## config.mk

```make
export PLATFORM = sky130hd
export DESIGN_NAME = branch_resolve_queue
export DESIGN_NICKNAME = d
export VERILOG_FILES = /design/src/rtl/branch_resolve_queue.sv
export SDC_FILE = /design/constraint.sdc
export NUM_CORES = 1
export LEC_CHECK = 0
export CORE_ASPECT_RATIO = 0.8
export CORE_UTILIZATION = 40
export CTS_CLUSTER_DIAMETER = 100
export DETAILED_ROUTE_END_ITERATION = 7
export GPL_TIMING_DRIVEN = 0
export PLACE_DENSITY_LB_ADDON = 0.2
export SKIP_CTS_REPAIR_TIMING = 1
export SLEW_MARGIN = 10
export SYNTH_ARGS = -nofsm -noshare
export SYNTH_HDL_FRONTEND = slang
export SYNTH_SLANG_ARGS = --single-unit
```

## constraint.sdc

```tcl
create_clock -name clk -period 8.85 [get_ports clk]
set_input_delay 1.77 -clock clk [delete_from_list [all_inputs] [get_ports clk]]
set_output_delay 1.77 -clock clk [all_outputs]
set_load 0.05 [all_outputs]
```

## src/rtl/branch_resolve_queue.sv

```systemverilog
// In-order branch tracking queue: records fetched predictions, resolves the oldest
// against execute, trains the predictor, and redirects/flushes fetch on a mispredict.
module branch_resolve_queue #(
  parameter int DEPTH    = 4,
  parameter int PTR_BITS = 2
) (
  input  logic                clk,
  input  logic                reset,
  input  logic                push_valid,
  output logic                push_ready,
  input  logic [31:0]         push_pc,
  input  logic                push_pred_taken,
  input  logic [31:0]         push_pred_target,
  input  logic                res_valid,
  input  logic                res_taken,
  input  logic [31:0]         res_target,
  output logic                upd_en,
  output logic [31:0]         upd_pc,
  output logic                upd_val,
  output logic                redirect_valid,
  output logic [31:0]         redirect_pc,
  output logic [PTR_BITS:0]   occupancy,
  output logic [31:0]         stat_branches,
  output logic [31:0]         stat_mispredicts,
  output logic                err_underflow
);
  localparam logic [PTR_BITS:0] FULL_CNT = (PTR_BITS+1)'(DEPTH);

  logic [31:0]         pc_q  [DEPTH];
  logic [31:0]         tgt_q [DEPTH];
  logic [DEPTH-1:0]    pt_q;

  logic [PTR_BITS-1:0] head_q, head_d, tail_q, tail_d;
  logic [PTR_BITS:0]   cnt_q, cnt_d;
  logic                upd_en_q, upd_val_q, redir_q, err_q;
  logic [31:0]         upd_pc_q, redir_pc_q, br_q, mp_q;

  logic        push_acc, res_acc, mispred, flush;
  logic [31:0] h_pc, h_tgt;
  logic        h_pt;

  assign push_ready = (cnt_q != FULL_CNT);
  assign occupancy  = cnt_q;
  assign push_acc   = push_valid && push_ready;
  assign res_acc    = res_valid && (cnt_q != '0);

  assign h_pc    = pc_q[head_q];
  assign h_tgt   = tgt_q[head_q];
  assign h_pt    = pt_q[head_q];
  assign mispred = (h_pt != res_taken) || (res_taken && (h_tgt != res_target));
  assign flush   = res_acc && mispred;

  // A flush drops every entry, including a same-cycle push (wrong path).
  always_comb begin
    head_d = head_q;
    tail_d = tail_q;
    cnt_d  = cnt_q;
    if (flush) begin
      head_d = tail_q;
      cnt_d  = '0;
    end else begin
      if (push_acc) tail_d = tail_q + PTR_BITS'(1);
      if (res_acc)  head_d = head_q + PTR_BITS'(1);
      cnt_d = cnt_q + (PTR_BITS+1)'(push_acc) - (PTR_BITS+1)'(res_acc);
    end
  end

  always_ff @(posedge clk) begin
    if (push_acc && !flush) begin
      pc_q[tail_q]  <= push_pc;
      pt_q[tail_q]  <= push_pred_taken;
      tgt_q[tail_q] <= push_pred_target;
    end
  end

  always_ff @(posedge clk) begin
    if (reset) begin
      head_q     <= '0;
      tail_q     <= '0;
      cnt_q      <= '0;
      upd_en_q   <= 1'b0;
      upd_pc_q   <= '0;
      upd_val_q  <= 1'b0;
      redir_q    <= 1'b0;
      redir_pc_q <= '0;
      br_q       <= '0;
      mp_q       <= '0;
      err_q      <= 1'b0;
    end else begin
      head_q   <= head_d;
      tail_q   <= tail_d;
      cnt_q    <= cnt_d;
      upd_en_q <= res_acc;
      redir_q  <= flush;
      if (res_valid && !res_acc) err_q <= 1'b1;
      if (res_acc) begin
        upd_pc_q  <= h_pc;
        upd_val_q <= res_taken;
        if (br_q != '1) br_q <= br_q + 32'd1;
      end
      if (flush) begin
        redir_pc_q <= res_taken ? res_target : h_pc + 32'd4;
        if (mp_q != '1) mp_q <= mp_q + 32'd1;
      end
    end
  end

  assign upd_en           = upd_en_q;
  assign upd_pc           = upd_pc_q;
  assign upd_val          = upd_val_q;
  assign redirect_valid   = redir_q;
  assign redirect_pc      = redir_pc_q;
  assign stat_branches    = br_q;
  assign stat_mispredicts = mp_q;
  assign err_underflow    = err_q;
endmodule

```

==> results of run 1 <==
## worst max-delay path, stage by stage
cell and delay, ns:
sky130_fd_sc_hd__clkbuf_1 0.59, sky130_fd_sc_hd__nand2_1 0.23, sky130_fd_sc_hd__a311o_1 0.38, sky130_fd_sc_hd__a2111o_1 0.41, sky130_fd_sc_hd__nor4_2 0.58, sky130_fd_sc_hd__a21o_1 0.22
sky130_fd_sc_hd__buf_6 0.16, sky130_fd_sc_hd__and2b_1 0.28, sky130_fd_sc_hd__and2_4 0.54, sky130_fd_sc_hd__buf_16 0.29
## power by group
part	switching (W)	total, W	internal [W]
combinational	0.00119	0.00194	0.000750
sequential	0.000116	0.00239	0.00227
clock	0.000710	0.00169	0.000978
## state kept, by name, summed over array words and instances (netlist names), 2 cells and up, named ones only
signal / flops
stat_branches: 32
redirect_pc: 32
stat_mispredicts: 32
pc_q: 128
tgt_q: 128
occupancy: 3
head_q: 2
upd_pc: 32
tail_q: 2
pt_q: 4
## placed cells by master, fill, tap and decap left out, drive strengths merged, types with 3 or more instances in the layout
| cell | n |
|---|---|
| o21ai | 33 |
| mux4 | 58 |
| nor4 | 10 |
| xnor2 | 53 |
| or2 | 3 |
| a22o | 8 |
| and3 | 11 |
| clkinv | 11 |
| nand2b | 7 |
| xor2 | 31 |
| o41ai | 6 |
| nand3 | 29 |
| and4 | 8 |
| clkdlybuf4s50 | 235 |
| clkbuf | 99 |
| nand4 | 22 |
| buf | 30 |
| inv | 28 |
| mux2 | 27 |
| o31ai | 5 |
| a21oi | 49 |
| nand2 | 133 |
| and2 | 11 |
| edfxtp | 260 |
| nand3b | 8 |
| or3 | 11 |
| nor3 | 32 |
| or4 | 7 |
| dfxtp | 141 |
| nor2b | 30 |
| nor2 | 97 |
| mux2i | 36 |
| ha | 9 |
## how the worst min path moves through the flow
| stage | from | endpoint | slack (ns) | depth (start not counted) |
|---|---|---|---|---|
| after floorplan | tail_q[1]$_SDFFE_PP0P_ | tail_q[1]$_SDFFE_PP0P_ | 0.48 | 2 |
| after detailed placement | upd_pc[22]$_SDFFE_PP0P_ | upd_pc[22]$_SDFFE_PP0P_ | 0.45 | 2 |
| final | upd_pc[22]$_SDFFE_PP0P_ | upd_pc[22]$_SDFFE_PP0P_ | 0.46 | 2 |
| after global routing | upd_pc[24]$_SDFFE_PP0P_ | upd_pc[24]$_SDFFE_PP0P_ | 0.48 | 2 |
| after global placement | upd_val$_SDFFE_PP0P_ | upd_val$_SDFFE_PP0P_ | 0.44 | 2 |
| after CTS | upd_pc[22]$_SDFFE_PP0P_ | upd_pc[22]$_SDFFE_PP0P_ | 0.46 | 2 |
## stage by stage
| step | setup WS [ns] | std cells | hold WS, ns | utilization [%] | total power, W |
|---|---|---|---|---|---|
| 5_1_grt | 3.33 | 2112 | 0.479 | 51.7 | 0.00628 |
| 3_3_place_gp | 0.785 | 2030 | 0.442 | 48.3 | 0.00435 |
| 6_report | 3.56 | 2112 | 0.455 | 51.7 | 0.00601 |
| 4_1_cts | 3.50 | 2112 | 0.457 | 51.7 | 0.00607 |
| 2_1_floorplan | 3.34 | 1251 | 0.482 | - | 0.00370 |
| 3_5_place_dp | 2.93 | 2034 | 0.448 | 48.6 | 0.00438 |
## logic make-up after synthesis
family	synth area share [%]
AOI/OAI and AO/OA	4.46
buffers and inverters	2.73
DFF	63.5
xor gates and xnor gates	4.39
adders and majority gates	0.792
and+or+nand+nor	12.3
muxes	11.8
## metal layers
metal / track usage, % / vias up / part of all wire (%) / wire, µm
li1: - / 5199 / - / -
met3: 4.70 / 64 / 7.0 / 3200
met4: 5.72 / 4 / 2.2 / 1030
met5: 0 / - / 0.048 / 22
met1: 30.7 / 5530 / 45 / 20700
met2: 33.1 / 370 / 45 / 20600
## area by class of cell
| cell class | instances | area [µm²] |
|---|---|---|
| repair buffers | 239 | 2460 |
| multi-input cells | 762 | 5660 |
| clock inverters | 14 | 119 |
| flip-flops and latches | 401 | 10600 |
| fillers | 3583 | 19800 |
| inverters | 27 | 101 |
| clock buffers | 64 | 1180 |
| plain buffers | 61 | 355 |
| well taps | 544 | 681 |
==> metrics, run 1 <==
maximum ir drop on the vdd rail=0.194 mV; Overall Global Routing Usage=21.5%; pin count of the biggest net entering global routing=37; Top-Level Pins=238; distinct cell type count of the synthesized netlist=between 50 and 60; syn_area_per_cell=13.4 µm²; status=finished clean; Worst setup SP type=input port; clk buf depth=3; diode insertion count for antenna repair=0; area of placed instances=0.0199 mm²; most used standard cell by instance count after synthesis=sky130_fd_sc_hd__edfxtp_1; Clock Sink Count=401; netlist area before placement=0.0167 mm²; DRC violation total after the first TritonRoute iteration=837; Slew @ Worst Pin=1.15 ns; type of destination of the critical path=flop; sum of routed wire length over all layers=45600 µm; FF-to-FF End=tgt_q[0][9]$_DFFE_PP_; number of global-route vias before repair=10762; per-cell via count in the routed design=~5.3; cells on worst reg2reg path=13; cell taking the most area after synthesis=sky130_fd_sc_hd__edfxtp_1; CP Data Required Time=9.07 ns; weighted congestion at the end of routability-driven global placement=between 0.8 and 0.9; layout cells sized above 1=around 11%; Hold Path Class=reg2reg; wire per inst=21.6 µm; via count=between 10000 and 15000; number of antenna violations at the first check in global routing=2; remaining routing DRC violations=0; Routed Antenna Nets=0; part of the Yosys area used for sequential elements=63.5%; Crit Path Class=in2reg; Final min period=5.29 ns; Post-Layout Inst Area=approximately 0.021 mm²; Worst Path Arrival=5.51 ns; number of max-slew violations in the final report=0; growth of design area from synthesis to finish=26.6%; reg2reg setup slack=4.02 ns; detailed placement HPWL=32900 µm; port bufs=235; first-pass GRT wire length=~68000 µm; Power Dens Cells=284 mW/mm²; remaining max-slew budget at the tightest pin=21.4%; commonest register cell after synthesis=sky130_fd_sc_hd__edfxtp_1; async set-reset flop share out of synthesis=0%; CTS tree=done; crit path launch=res_taken; achievable clock frequency=189 MHz; register bit total from synthesis=401; Yosys warning count=0; Clock Root Buffer=sky130_fd_sc_hd__clkbuf_16; Post-Synthesis Net Count=1363; die area=0.0427 mm²; Synth top cells by count=sky130_fd_sc_hd__edfxtp_1, sky130_fd_sc_hd__dfxtp_1, sky130_fd_sc_hd__nand2_1, sky130_fd_sc_hd__nor2_1, sky130_fd_sc_hd__mux4_2; final worst path period share=59.8%; initial cell density of the core=40.9%; clock tree skew after final layout=0.0117 ns; Setup TNS Final=0 ns; Cell Rows=66; number of instances in the synthesized netlist=1251; register clock-pin slew on the reported worst setup and hold paths=0.06 ns; Die Wd=roughly 230 µm; number of flops mapped to enable cells by yosys=260; Worst-Skew Late Latency=roughly 0.54 ns; Leak=6.99 nW; core box area=~0.041 mm²; die extent in y=between 150 and 200 µm; fraction of synthesized cell area taken by the top area cell type=a little under half; level count of the clock H-tree=2; number of max-capacitance violations reported=0; number of hold-slack violations in the final timing report=0; final number of setup-violating endpoints=0; dominant cells by area after synthesis=sky130_fd_sc_hd__edfxtp_1, sky130_fd_sc_hd__dfxtp_1, sky130_fd_sc_hd__mux4_2; CP max FO=35; crit path to=tgt_q[0][9]$_DFFE_PP_; first-pass iteration count of the detailed router=7; total clock buffers created by CTS=43; post-layout net count=1647; unrepaired setup endpoints after global routing=no; global route total overflow=0
(Power assumes the default switching activity.)
==> run 2: changes to the inputs <==
clock period = 5.39 ns   (was 8.85 ns; I/O delays follow)
==> results of run 2 <==
Same layout as run 1 (identical final DEF). Status: finished clean.
Among the figures that moved: setup slack after placement 2.93 ns -> 0.161 ns; setup slack after layout 3.56 ns -> 0.559 ns; register-to-register setup slack 4.02 ns -> 0.56 ns; total power 0.00601 W -> 0.00987 W; worst IR drop on VDD 0.194 mV -> 0.319 mV
